[config.mk]
export PLATFORM = sky130hd
export DESIGN_NAME = seq_detect_stream_ctrl
export DESIGN_NICKNAME = d
export VERILOG_FILES = /design/src/rtl/seq_detect_pkg.sv /design/src/rtl/seq1101_moore_core.sv /design/src/rtl/seq_detect_stream_ctrl.sv
export SDC_FILE = /design/constraint.sdc
export NUM_CORES = 1
export LEC_CHECK = 0
export CORE_MARGIN = 3
export CORE_UTILIZATION = 30
export CTS_CLUSTER_DIAMETER = 30
export CTS_CLUSTER_SIZE = 40
export DETAILED_ROUTE_END_ITERATION = 6
export MAX_ROUTING_LAYER = met4
export PLACE_DENSITY = 0.58
export SYNTH_ARGS = -nofsm -noshare
export SYNTH_HDL_FRONTEND = slang
export SYNTH_SLANG_ARGS = --single-unit
[constraint.sdc]
create_clock -name clk -period 3.1 [get_ports clk]
set_input_delay 0.62 -clock clk [delete_from_list [all_inputs] [get_ports clk]]
set_output_delay 0.62 -clock clk [all_outputs]
set_load 0.01 [all_outputs]
[src/rtl/seq_detect_pkg.sv]
// -----------------------------------------------------------------------------
// seq_detect_pkg
//   Shared types and constants for the 1101 byte-stream detector slice.
//   - ctrl_state_t : stream controller states (serialiser / halt handling)
//   - det_state_t  : serial 1101 Moore detector states
//   - PATTERN      : the bit pattern the detector core recognises, oldest bit
//                    in the MSB
// -----------------------------------------------------------------------------
package seq_detect_pkg;

    typedef enum logic [1:0] {
        IDLE  = 2'd0,
        SHIFT = 2'd1,
        HALT  = 2'd2
    } ctrl_state_t;

    typedef enum logic [2:0] {
        D_IDLE = 3'd0,
        D_S1   = 3'd1,
        D_S11  = 3'd2,
        D_S110 = 3'd3,
        D_DET  = 3'd4
    } det_state_t;

    localparam int                     PATTERN_W = 4;
    localparam logic [PATTERN_W-1:0]   PATTERN   = 4'b1101;

endpackage

[src/rtl/seq1101_moore_core.sv]
// -----------------------------------------------------------------------------
// seq1101_moore_core
//   Fully overlapping serial 1101 detector. The state only advances on cycles
//   where bit_en is high, so gaps between bits (and word boundaries upstream)
//   do not disturb a partial match.
//
//   state  | meaning
//   -------+---------------------------------------------
//   D_IDLE | no useful prefix seen
//   D_S1   | last bit seen was 1
//   D_S11  | last bits seen were 11
//   D_S110 | last bits seen were 110
//   D_DET  | 1101 just completed
//
// Ports
//   clk     in   clock, rising edge
//   rst_n   in   asynchronous active-low reset
//   bit_en  in   bit_in is valid and is consumed this cycle
//   bit_in  in   serial bit
//   clr     in   synchronous return to D_IDLE (overrides bit_en)
//   match   out  combinational match event: the bit consumed this cycle
//                completes 1101; the owner registers it into a pulse
// -----------------------------------------------------------------------------
module seq1101_moore_core
    import seq_detect_pkg::*;
(
    input  logic clk,
    input  logic rst_n,
    input  logic bit_en,
    input  logic bit_in,
    input  logic clr,
    output logic match
);

    det_state_t r_state;
    det_state_t w_state_nxt;

    always_ff @(posedge clk or negedge rst_n) begin
        if (!rst_n) begin
            r_state <= D_IDLE;
        end else begin
            r_state <= w_state_nxt;
        end
    end

    always_comb begin
        w_state_nxt = r_state;
        if (clr) begin
            w_state_nxt = D_IDLE;
        end else if (bit_en) begin
            case (r_state)
                D_IDLE:  w_state_nxt = bit_in ? D_S1   : D_IDLE;
                D_S1:    w_state_nxt = bit_in ? D_S11  : D_IDLE;
                D_S11:   w_state_nxt = bit_in ? D_S11  : D_S110;
                D_S110:  w_state_nxt = bit_in ? D_DET  : D_IDLE;
                D_DET:   w_state_nxt = bit_in ? D_S11  : D_IDLE;
                default: w_state_nxt = D_IDLE;
            endcase
        end
    end

    // Taken from the transition into D_DET rather than from D_DET itself, so
    // a match is reported exactly once even if the stream pauses after it.
    assign match = bit_en & (r_state == D_S110) & (bit_in == PATTERN[0]);

endmodule

[src/rtl/seq_detect_stream_ctrl.sv]
// -----------------------------------------------------------------------------
// seq_detect_stream_ctrl
//   Byte-stream front end for the serial 1101 detector. Words are taken over a
//   valid/ready handshake, serialised MSB-first into seq1101_moore_core, and
//   matches are counted. When the count reaches the programmed threshold a
//   sticky flag is raised and intake halts until software pulses clear.
//
//   state | meaning
//   ------+------------------------------------------------------------
//   IDLE  | no word in flight; ready when enabled
//   SHIFT | presenting one bit per cycle; ready again on the last bit
//   HALT  | threshold reached; intake stopped until clear
//
// Ports
//   clk          in   clock, rising edge
//   rst_n        in   asynchronous active-low reset
//   s_valid      in   producer has a word on s_data
//   s_data       in   word to scan (DATA_W bits, sent MSB-first)
//   s_ready      out  a word is taken this cycle if s_valid is also high
//   enable       in   level; 0 stops new words, the word in flight finishes
//   clear        in   sync pulse: zero count/flag, drop word, reset detector
//   threshold    in   count that sets thresh_hit; 0 disables the flag
//   ser_bit      out  bit presented to the detector
//   ser_valid    out  ser_bit is consumed this cycle
//   match_pulse  out  one-cycle pulse per detected 1101
//   match_count  out  saturating match count since reset/clear
//   thresh_hit   out  sticky threshold flag
//   busy         out  a word is in flight
// -----------------------------------------------------------------------------
module seq_detect_stream_ctrl
    import seq_detect_pkg::*;
#(
    parameter int DATA_W = 8,
    parameter int CNT_W  = 8
) (
    input  logic              clk,
    input  logic              rst_n,
    input  logic              s_valid,
    input  logic [DATA_W-1:0] s_data,
    output logic              s_ready,
    input  logic              enable,
    input  logic              clear,
    input  logic [CNT_W-1:0]  threshold,
    output logic              ser_bit,
    output logic              ser_valid,
    output logic              match_pulse,
    output logic [CNT_W-1:0]  match_count,
    output logic              thresh_hit,
    output logic              busy
);

    localparam int                BCNT_W   = (DATA_W > 1) ? $clog2(DATA_W) : 1;
    localparam logic [BCNT_W-1:0] LAST_BIT = BCNT_W'(DATA_W - 1);
    localparam logic [CNT_W-1:0]  CNT_MAX  = '1;

    ctrl_state_t       r_state;
    ctrl_state_t       w_state_nxt;
    logic [DATA_W-1:0] r_shreg;
    logic [DATA_W-1:0] w_shreg_nxt;
    logic [BCNT_W-1:0] r_bit_cnt;
    logic [BCNT_W-1:0] w_bit_cnt_nxt;
    logic [CNT_W-1:0]  r_count;
    logic [CNT_W-1:0]  w_count_nxt;
    logic              r_thresh_hit;
    logic              w_thresh_nxt;
    logic              w_thresh_rise;
    logic              r_match_pulse;
    logic              w_in_shift;
    logic              w_last_bit;
    logic              w_xfer;
    logic              w_match;

    assign w_in_shift = (r_state == SHIFT);
    assign w_last_bit = (r_bit_cnt == LAST_BIT);

    // rst_n is folded in so the producer never sees ready while the block is
    // held in reset.
    always_comb begin
        s_ready = 1'b0;
        case (r_state)
            IDLE:    s_ready = rst_n & enable & ~clear;
            SHIFT:   s_ready = rst_n & enable & ~clear & w_last_bit;
            default: s_ready = 1'b0;
        endcase
    end

    assign w_xfer    = s_valid & s_ready;
    assign ser_valid = w_in_shift;
    assign ser_bit   = w_in_shift & r_shreg[DATA_W-1];
    assign busy      = w_in_shift;

    seq1101_moore_core u_core (
        .clk    (clk),
        .rst_n  (rst_n),
        .bit_en (ser_valid),
        .bit_in (ser_bit),
        .clr    (clear),
        .match  (w_match)
    );

    always_comb begin
        w_count_nxt = r_count;
        if (w_match && (r_count != CNT_MAX)) begin
            w_count_nxt = r_count + CNT_W'(1);
        end
    end

    // Evaluated every cycle against the live threshold, so lowering the
    // threshold below the current count also trips the flag.
    assign w_thresh_nxt  = r_thresh_hit | ((threshold != '0) & (w_count_nxt >= threshold));
    assign w_thresh_rise = w_thresh_nxt & ~r_thresh_hit;

    always_comb begin
        w_state_nxt   = r_state;
        w_shreg_nxt   = r_shreg;
        w_bit_cnt_nxt = r_bit_cnt;
        if (clear) begin
            w_state_nxt   = IDLE;
            w_shreg_nxt   = '0;
            w_bit_cnt_nxt = '0;
        end else if (w_thresh_rise) begin
            // Whatever is left of the current word (or a word taken this same
            // cycle) is discarded.
            w_state_nxt   = HALT;
            w_shreg_nxt   = '0;
            w_bit_cnt_nxt = '0;
        end else begin
            case (r_state)
                IDLE: begin
                    if (w_xfer) begin
                        w_state_nxt   = SHIFT;
                        w_shreg_nxt   = s_data;
                        w_bit_cnt_nxt = '0;
                    end
                end
                SHIFT: begin
                    if (w_last_bit) begin
                        if (w_xfer) begin
                            w_shreg_nxt   = s_data;
                            w_bit_cnt_nxt = '0;
                        end else begin
                            w_state_nxt   = IDLE;
                            w_shreg_nxt   = '0;
                            w_bit_cnt_nxt = '0;
                        end
                    end else begin
                        w_shreg_nxt   = r_shreg << 1;
                        w_bit_cnt_nxt = r_bit_cnt + BCNT_W'(1);
                    end
                end
                HALT: begin
                    w_state_nxt = HALT;
                end
                default: begin
                    w_state_nxt = IDLE;
                end
            endcase
        end
    end

    always_ff @(posedge clk or negedge rst_n) begin
        if (!rst_n) begin
            r_state       <= IDLE;
            r_shreg       <= '0;
            r_bit_cnt     <= '0;
            r_count       <= '0;
            r_thresh_hit  <= 1'b0;
            r_match_pulse <= 1'b0;
        end else begin
            r_state       <= w_state_nxt;
            r_shreg       <= w_shreg_nxt;
            r_bit_cnt     <= w_bit_cnt_nxt;
            r_count       <= clear ? '0 : w_count_nxt;
            r_thresh_hit  <= clear ? 1'b0 : w_thresh_nxt;
            r_match_pulse <= w_match & ~clear;
        end
    end

    assign match_pulse = r_match_pulse;
    assign match_count = r_count;
    assign thresh_hit  = r_thresh_hit;

endmodule
==> summary.md <==
| Metric | Value |
|---|---|
| # IOs | `35` |
| Initial antenna violation count | `0` |
| Synth area leaders | `dfrtp_1 36%, ha_1 7.7%, nand2_1 4.6%` |
| Power density cells | `325 nW/um2` |
| PortBufs | `34` |
| CP cell instances | `nand4b_2 -> or2_1 -> or3_1 -> and2_1 -> ha_1 -> a31oi_1 -> nor2b_1 -> o211a_1 -> o31a_1` |
| Hpwl dp | `roughly 3300 um` |
| Drt via density | `approximately 5.3` |
| TritonRoute pass-1 iters | `4` |
| Synth async-reset ratio | `100%` |
| Worst Reg-to-Reg Cells | `9` |
| Critical Path RT | `roughly 3.3 ns` |
| Post-synth EDFFs | `0` |
| Crit path largest cell delay | `~0.44 ns` |
| # setup viols final | `0` |
| Die Ht | `83.4 um` |
| Fin Setup TNS | `0 ns` |
| Hold_ws | `0.543 ns` |
| Core Rows | `27` |
| Top cell type's share of synthesized area | `36.2%` |
| First-pass GRT wire length | `7800 um` |
| Peak supply drop | `0.223 mV` |
| Final wirelength | `~4500 um` |
| Clk sinks | `26` |
| Ant diodes | `0` |
| Num CTS Buffers | `3` |
| #FFs+latches synth | `26` |
| Clock skew | `roughly 0.0087 ns` |
| Hold Path Depth | `2` |
| Min-delay src | `r_shreg[1]` |
| Gp weighted congestion | `0.873` |
| Pwr Total | `around 750 uW` |
| Remaining DRCs | `0` |
| Fin crit share | `92.5%` |
| Fraction of layout cells with a size suffix above 1 | `10.9%` |
| Clock-pin slew on the worst setup and hold paths | `0.09 ns` |
| Minimum clock period | `2.87 ns` |
| Cell type with the largest total area after synthesis | `dfrtp_1` |
| Area growth from synthesis to layout | `29.0%` |
| H-Tree Depth | `1` |
| CTS root buf | `clkbuf_8` |
| Status | `finished, final reports clean` |
| Reg-to-Reg Start | `r_state[1]` |
| Critical-path maximum fanout | `13` |
| NumNets Final | `272` |
| WS Path Type | `reg -> reg` |
| Fmax achieved | `349 MHz` |
| Post-synth top cells | `26 x dfrtp_1, 22 x nand2_1, 13 x nor2_1` |
| Synth Flop Type | `dfrtp_1` |
| Critical path arrival | `3.03 ns` |
| Synthesis Warnings | `0` |
| Area of placed instances | `between 2000 and 2500 um2` |
| Post-Syn Instances | `202` |
| Starting DRT DRC Count | `57` |
| Die span in x | `83.4 um` |
| Worst Setup End Kind | `register` |
| Worst-Margin Slew | `0.538 ns` |
| WL per Instance | `14.3 um` |
| Pin count of the biggest net entering global routing | `29` |
| GRT overflow | `0` |
| Post-DRT Antenna Nets | `0` |
| Vias in the first global route | `roughly 1,600` |
| Via count | `1,649` |
| Most common cell in the netlist | `dfrtp_1` |
| Avg Inst Size Synth | `8.90 um2` |
| Core ar. | `5640 um2` |
| Final Hold Vio Count | `0` |
| Seq/Total Area, Yosys | `36.2%` |
| P_leak | `0.00105 uW` |
| Cell Area, Synth | `between 1500 and 2000 um2` |
| Hold Crit Class | `reg -> reg` |
| Crit path from | `r_state[1]` |
| Fin area | `~2300 um2` |
| Fill cell total of the finished layout | `approximately 580` |
| Startpoint types | `register` |
| Skew-Pair Late Insertion Delay | `0.28 ns` |
| Slowest library cell on the worst path | `dfrtp_1` |
| CTS tree | `built` |
| Initial Util | `31.9%` |
| Net count after synthesis | `about 230` |
| Rel. slew slack | `about 64%` |
| Worst-case clock buffer depth | `2` |
| Synth cell types | `between 40 and 50` |
| Max-slew violations | `0` |
| Post-CTS Setup Bufs | `0` |
| Max-cap violation count | `0` |
| Die Area | `6960 um2` |
| Global Route Usage Sum | `between 10% and 20%` |
| Unrepaired setup endpoints after global routing | `no` |
power by group:
| group | leakage [uW] | internal, uW | switching, uW |
|---|---|---|---|
| combinational | 0.000653 | 55.1 | 55.2 |
| clock | 0.0000357 | 173 | 117 |
| sequential | 0.000360 | 347 | 6.37 |
| total | 0.00105 | 575 | 179 |
registers in the layout, indices dropped and copies added, names as in the netlist:
signal          flops
u_core.r_state      3
r_state             2
thresh_hit          1
r_shreg             8
match_pulse         1
r_bit_cnt           3
match_count         8
worst max-delay path, delay by kind of cell (launching register included):
family | cells | cell delay, ns
adder cells (fa/ha/maj) | 1 | 0.26
AO/OA/AOI/OAI | 3 | 0.80
flip-flops | 1 | 0.44
AND/OR/NAND/NOR | 5 | 1.25
final cells by class:
type                       count  area, um2  area share, %
clock inverter                 1       30.0           1.29
multi-input combinational    156       1060           45.8
tap                           72       90.1           3.88
inverter                      10       37.5           1.62
clock buffer                   3       41.3           1.78
timing repair buffer          43        408           17.6
sequential                    26        651           28.0
kinds of logic after synthesis:
kind of cell,Yosys count,synth area share [%]
AOI/OAI and AO/OA,47,17.5
muxes,7,4.31
adders and majority gates,11,7.65
buffers and inverters,20,4.80
DFF,26,36.2
xor gates and xnor gates,4,1.95
and+or+nand+nor,87,27.6
final timing paths:
check / endpoint / slack (ns)
setup / recovery: r_state[1] / 0.23
hold / removal: r_shreg[1] / 0.54
setup reg to reg: r_state[1] / 0.23
hold reg to reg: r_shreg[1] / 0.54
max in group asynchronous: r_shreg[5] / 2.00
min in group asynchronous: match_count[0] / 0.82
layout by cell type, fill, tap and decap left out, drive strengths merged, types with 2 or more instances in the layout:
| cell | count |
|---|---|
| clkbuf | 3 |
| nand2b | 4 |
| nand3 | 3 |
| nor2b | 6 |
| a21oi | 10 |
| nor3 | 6 |
| and4 | 2 |
| clkdlybuf4s50 | 34 |
| and4bb | 2 |
| o21ai | 11 |
| nand2 | 22 |
| a22o | 7 |
| and2 | 5 |
| a31oi | 3 |
| or2 | 2 |
| inv | 10 |
| nor4 | 12 |
| and3 | 3 |
| ha | 11 |
| dfrtp | 26 |
| buf | 9 |
| xor2 | 3 |
| a32oi | 2 |
| nor2 | 13 |
| mux2 | 6 |
| a211oi | 8 |
metrics by stage:
step	setup WS (ns)	utilization, %	std cells
4_1_cts	0.113	41.1	311
3_3_place_gp	0.210	39.8	307
5_1_grt	0.0176	41.1	311
2_1_floorplan	0.460	-	202
3_5_place_dp	0.129	39.8	307
6_report	0.234	41.1	311
metal layers:
| metal | vias up | share of wire [%] | global-route usage (%) | wire length [um] |
|---|---|---|---|---|
| li1 | 817 | - | - | - |
| met1 | 780 | 48 | 19.0 | 2150 |
| met2 | 50 | 46 | 21.4 | 2040 |
| met3 | 2 | 5.8 | 2.78 | 258 |
| met4 | 0 | 0.34 | 2.49 | 15 |
| met5 | - | 0 | - | 0 |
repair_timing:
action | 4_1_cts | 5_1_grt
resized for setup | 0 | 2
endpoints found under the hold margin | 0 | 0
hold buffers | 0 | 0
endpoints found under the setup margin | 0 | 13
Power figures use the tool's default switching activity.
==> edit 1, RTL diff (config.mk and constraints unchanged) <==
The parameter `DATA_W` goes from 8 to 16.
--- a/src/rtl/seq_detect_stream_ctrl.sv
+++ b/src/rtl/seq_detect_stream_ctrl.sv
@@ -30,7 +30,7 @@
 module seq_detect_stream_ctrl
     import seq_detect_pkg::*;
 #(
-    parameter int DATA_W = 8,
+    parameter int DATA_W = 16,
     parameter int CNT_W  = 8
 ) (
     input  logic              clk,
Ports: changed (resized s_data); port bits go from 35 to 43. The function was not compared with the original's and may differ.
==> edit 1 against the original RTL <==
- area after synthesis rose by 21%
- design area up 20%
- sequential cell count is 9 higher
- setup slack got worse by 0.027 ns
- routed wire length increased by 8.5%
- count of clock-buffer cells in the layout rose by 5
- total power up 32%
==> edit 1: results (changes against the original RTL) <==
{
  "result_of_the_run": {"value": "complete, no violations", "change": "unchanged"},
  "worst_ep_arrival_time": {"value": 3.01, "unit": "ns", "change": "was 3.03 ns"},
  "ys_top_cells_by_area": {"value": "dfrtp_1, a311oi_2, ha_1, nand2b_1, nor2_1", "change": "was dfrtp_1, ha_1, nand2_1, nor4_1, mux2_2"},
  "ys_top_cells_by_count": {"value": "dfrtp_1, nor2_1, nand2_1", "change": "was dfrtp_1, nand2_1, nor2_1"},
  "worst_setup_hold_path_clk_slew": {"value": 0.07, "unit": "ns", "change": "was 0.09 ns"},
  "max_stage_delay": {"value": 0.42, "unit": "ns", "change": "was 0.44 ns"},
  "place_inst": {"value": 358, "change": "was 307"},
  "worst-r2r-cell-count": {"value": 10, "change": "was 9"},
  "grt_start_max_net_pins": {"value": 31, "change": "was 29"},
  "first_global_vias": {"value": 1752, "change": "was 1611"},
  "cp-startpoint": {"value": "match_count[0]$_DFF_PN0_", "change": "was r_state[1]$_DFFE_PN0P_"},
  "detail_route.wirelength": {"value": 4840, "unit": "um", "change": "was 4460 um"},
  "seq_area_frac_synth": {"value": 40.3, "unit": "%", "change": "was 36.2%"},
  "place.detailed.hpwl": {"value": 3630, "unit": "um", "change": "was 3280 um"},
  "synth_compound_gate_area_share": {"value": 17.8, "unit": "%", "change": "was 17.5%"},
  "place_congestion": {"value": 0.808, "change": "was 0.873"},
  "drt_iter0_drc": {"value": 62, "change": "was 57"},
  "leakage_power_of_the_design": {"value": 1.16, "unit": "nW", "change": "was 1.05 nW"},
  "worstPathMaxFanout": {"value": 16, "change": "was 13"},
  "fin_nets": {"value": 308, "change": "was 272"},
  "synth.area.mux_share": {"value": 1.55, "unit": "%", "change": "was 4.31%"},
  "post_synth_num_cell_types": {"value": 45, "change": "was 42"},
  "comb_power_share": {"value": 14.8, "unit": "%", "change": "was 14.6%"},
  "fin_skew": {"value": 0.00827, "unit": "ns", "change": "was 0.00871 ns"},
  "grt_pass1_wl": {"value": 8360, "unit": "um", "change": "was 7800 um"},
  "hold_slack": {"value": 0.183, "unit": "ns", "change": "was 0.543 ns"},
  "global_route.usage.total": {"value": 12.8, "unit": "%", "change": "was 13.8%"},
  "numPortBuffers": {"value": 42, "change": "was 34"},
  "synth_adder_area_share": {"value": 5.76, "unit": "%", "change": "was 7.65%"},
  "route.detailed.vias_per_inst": {"value": 4.84, "change": "was 5.30"},
  "end_point_of_the_critical_path": {"value": "r_shreg[1]$_DFFE_PN0P_", "change": "was r_state[1]$_DFFE_PN0P_"},
  "hold_path_class": {"value": "primary input to async pin", "change": "was register to register"},
  "detailed_place.area": {"value": 0.00267, "unit": "mm2", "change": "was 0.00225 mm2"},
  "fraction_of_power_spent_switching_nets": {"value": 24.8, "unit": "%", "change": "was 23.7%"},
  "cts_inserted_buffers": {"value": 5, "change": "was 3"},
  "synthesis.area_per_instance": {"value": 9.53, "unit": "um2", "change": "was 8.90 um2"},
  "power.share.clock": {"value": 36.3, "unit": "%", "change": "was 38.5%"}
}
[edit 1: area by class of cell]
class / count / area (um2) / share of cell area, %
well taps: 96 / 120 / 4.30
inverters: 10 / 37.5 / 1.34
repair buffers: 44 / 430 / 15.4
clock buffers: 8 / 100 / 3.58
flip-flops and latches: 35 / 877 / 31.4
multi-input cells: 173 / 1230 / 44.0
[edit 1: what timing repair did]
action	4_1_cts	5_1_grt
endpoints found under the hold margin	0	0
buffers inserted	0	0
endpoints found under the setup margin	0	17
gates resized for setup	0	7
[edit 1: critical path, delay by kind of cell, from the launching register on]
| family | cells | cell delay [ns] |
|---|---|---|
| flip-flops | 1 | 0.42 |
| multiplexers | 1 | 0.37 |
| AND/OR/NAND/NOR | 2 | 0.24 |
| AO/OA/AOI/OAI | 5 | 1.15 |
| adder cells (fa/ha/maj) | 2 | 0.55 |
[edit 1: stage by stage]
step | power (W) | utilization, % | worst slack, ns
2_1_floorplan | 0.000571 | - | 0.358
3_3_place_gp | 0.000638 | 38.6 | 0.252
3_5_place_dp | 0.000640 | 38.6 | 0.173
4_1_cts | 0.00100 | 40.1 | 0.128
5_1_grt | 0.00104 | 40.5 | 0.00672
6_report | 0.000996 | 40.5 | 0.207
[edit 1: kinds of logic (layout without fill, tap and decap cells)]
family | Yosys count | in the layout
and+or+nand+nor | 108 | 108
AOI/OAI and AO/OA | 45 | 45
DFF | 35 | 35
buffers and inverters | 20 | 62
adders and majority gates | 10 | 10
xor gates and xnor gates | 7 | 7
muxes | 3 | 3
[edit 1: layer usage]
metal  track usage [%]  vias up  share of wire, %
met3              3.07        5               5.6
met1              16.8      831                48
met4              3.77        0              0.95
met2              19.8       48                45
met5                 -        -                 0
li1                  -      887                 -
==> edit 2, RTL diff (same settings) <==
Without the edit above. Reset style: synchronous (`rst_n`), changed in 2 clocked blocks. Comments in the files are not updated.
--- a/src/rtl/seq1101_moore_core.sv
+++ b/src/rtl/seq1101_moore_core.sv
@@ -35,7 +35,7 @@
     det_state_t r_state;
     det_state_t w_state_nxt;
 
-    always_ff @(posedge clk or negedge rst_n) begin
+    always_ff @(posedge clk) begin
         if (!rst_n) begin
             r_state <= D_IDLE;
         end else begin
--- a/src/rtl/seq_detect_stream_ctrl.sv
+++ b/src/rtl/seq_detect_stream_ctrl.sv
@@ -158,7 +158,7 @@
         end
     end
 
-    always_ff @(posedge clk or negedge rst_n) begin
+    always_ff @(posedge clk) begin
         if (!rst_n) begin
             r_state       <= IDLE;
             r_shreg       <= '0;
Function: differs if rst_n is asserted again (counterexample within 4 cycles, from zero or initial values and one cycle with rst_n low); with rst_n held inactive, the same outputs for 10 cycles.
==> edit 2 against the original RTL <==
- design area decreased by 2.5%
- critical path depth increased by 1
- sequential cell count unchanged
- setup slack got worse by 0.092 ns
- total power decreased by 6.8%
- clock skew increased by 0.0027 ns
- routed wire length increased by 3.0%
- non-clock buffer count increased by 4
- area after synthesis decreased by 3.9%
- via count increased by 0.73%
- critical path type unchanged
- largest cell class unchanged
- largest power group unchanged
==> edit 2: results (changes against the original RTL) <==
{
  "result_of_the_run": {"value": "complete, no violations", "change": "unchanged"},
  "finalCritPeriodShare": {"value": 95.4, "unit": "%", "change": "was 92.5%"},
  "first_global_vias": {"value": 1556, "change": "was 1611"},
  "ys_top_cells_by_area": {"value": "dfxtp_1, ha_1, a21oi_1, inv_1, o21ai_0", "change": "was dfrtp_1, ha_1, nand2_1, nor4_1, mux2_2"},
  "detailed_place.area": {"value": 0.00217, "unit": "mm2", "change": "was 0.00225 mm2"},
  "reg2reg_from": {"value": "match_count[0]$_SDFF_PP0_", "change": "was r_state[1]$_DFFE_PN0P_"},
  "vias": {"value": 1661, "change": "was 1649"},
  "place_inst": {"value": 312, "change": "was 307"},
  "grt_pass1_wl": {"value": 7640, "unit": "um", "change": "was 7800 um"},
  "postSynth.asyncResetShare": {"value": 0, "unit": "%", "change": "was 100%"},
  "global_route.usage.total": {"value": 15.1, "unit": "%", "change": "was 13.8%"},
  "seq_area_frac_synth": {"value": 30.1, "unit": "%", "change": "was 36.2%"},
  "layout.cells.non_filler": {"value": 317, "change": "was 311"},
  "worstHoldEndpoint": {"value": "u_core.r_state[2]$_SDFFE_PP0N_", "change": "was r_shreg[1]$_DFFE_PN0P_"},
  "end_point_of_the_critical_path": {"value": "r_shreg[5]$_SDFFE_PP0P_", "change": "was r_state[1]$_DFFE_PN0P_"},
  "power.ir.vdd_worst": {"value": 0.000258, "unit": "V", "change": "was 0.000223 V"},
  "syn-instance-count": {"value": 208, "change": "was 202"},
  "detail_route.wirelength": {"value": 4590, "unit": "um", "change": "was 4460 um"},
  "place_ws": {"value": 0.0426, "unit": "ns", "change": "was 0.129 ns"},
  "hp-start": {"value": "u_core.r_state[2]$_SDFFE_PP0N_", "change": "was r_shreg[1]$_DFFE_PN0P_"},
  "fin_skew": {"value": 0.0114, "unit": "ns", "change": "was 0.00871 ns"},
  "drive_gt1_share": {"value": 11.8, "unit": "%", "change": "was 10.9%"},
  "actual_transition_at_the_worst_max_transition_pin": {"value": 0.584, "unit": "ns", "change": "was 0.538 ns"},
  "fin_nets": {"value": 278, "change": "was 272"},
  "place.detailed.hpwl": {"value": 3410, "unit": "um", "change": "was 3280 um"},
  "leakage_power_of_the_design": {"value": 0.925, "unit": "nW", "change": "was 1.05 nW"},
  "drt_iter0_drc": {"value": 103, "change": "was 57"},
  "worst-r2r-cell-count": {"value": 10, "change": "was 9"},
  "grt_start_max_net_pins": {"value": 16, "change": "was 29"},
  "ff2ff_setup_slack": {"value": 0.14, "unit": "ns", "change": "was 0.23 ns"}
}
==> edit 2: cell count changes after synthesis, sizes merged, moves of 6 or more <==
cell,before,now
dfrtp,26,0
a22o,7,0
a211o,0,6
buf,2,8
a21oi,10,16
dfxtp,0,26
nor4,12,4
nand2,22,11
nand4,1,8
inv,10,16
==> edit 2: layout make-up <==
cell class	instances	area, um2
sequential	26	520
fill	586	3280
clock inverter	1	30.0
tap	72	90.1
clock buffer	3	41.3
inverter	16	60.1
timing repair buffer	47	438
multi-input combinational	152	1080
==> edit 2: where the power goes <==
part | switching [W] | total (W) | internal [W] | leakage (nW)
registers | 0.00000117 | 0.000337 | 0.000336 | 0.210
logic | 0.0000341 | 0.0000757 | 0.0000416 | 0.680
clock network | 0.000117 | 0.000290 | 0.000173 | 0.0357
==> edit 2: cell families after synthesis <==
family / Yosys count / share of synthesized area (%)
AO/OA/AOI/OAI: 63 / 25.6
XOR/XNOR: 3 / 1.52
adder cells (fa/ha/maj): 11 / 7.97
buffers and inverters: 31 / 8.26
flip-flops: 26 / 30.1
multiplexers: 3 / 1.81
AND/OR/NAND/NOR: 71 / 24.7
==> edit 2: tightest hold or removal path: stages (launching register included) <==
cell and delay (ns):
dfxtp_1 0.36, nand2_1 0.07, a21oi_1 0.06
==> edit 2: routing by layer <==
metal  vias up  part of all wire (%)  GRT usage, %
met2        26                    46          22.1
met4         0                  0.76          4.49
met5         -                     0             -
met3         4                   2.9          1.64
li1        846                     -             -
met1       785                    50          21.5
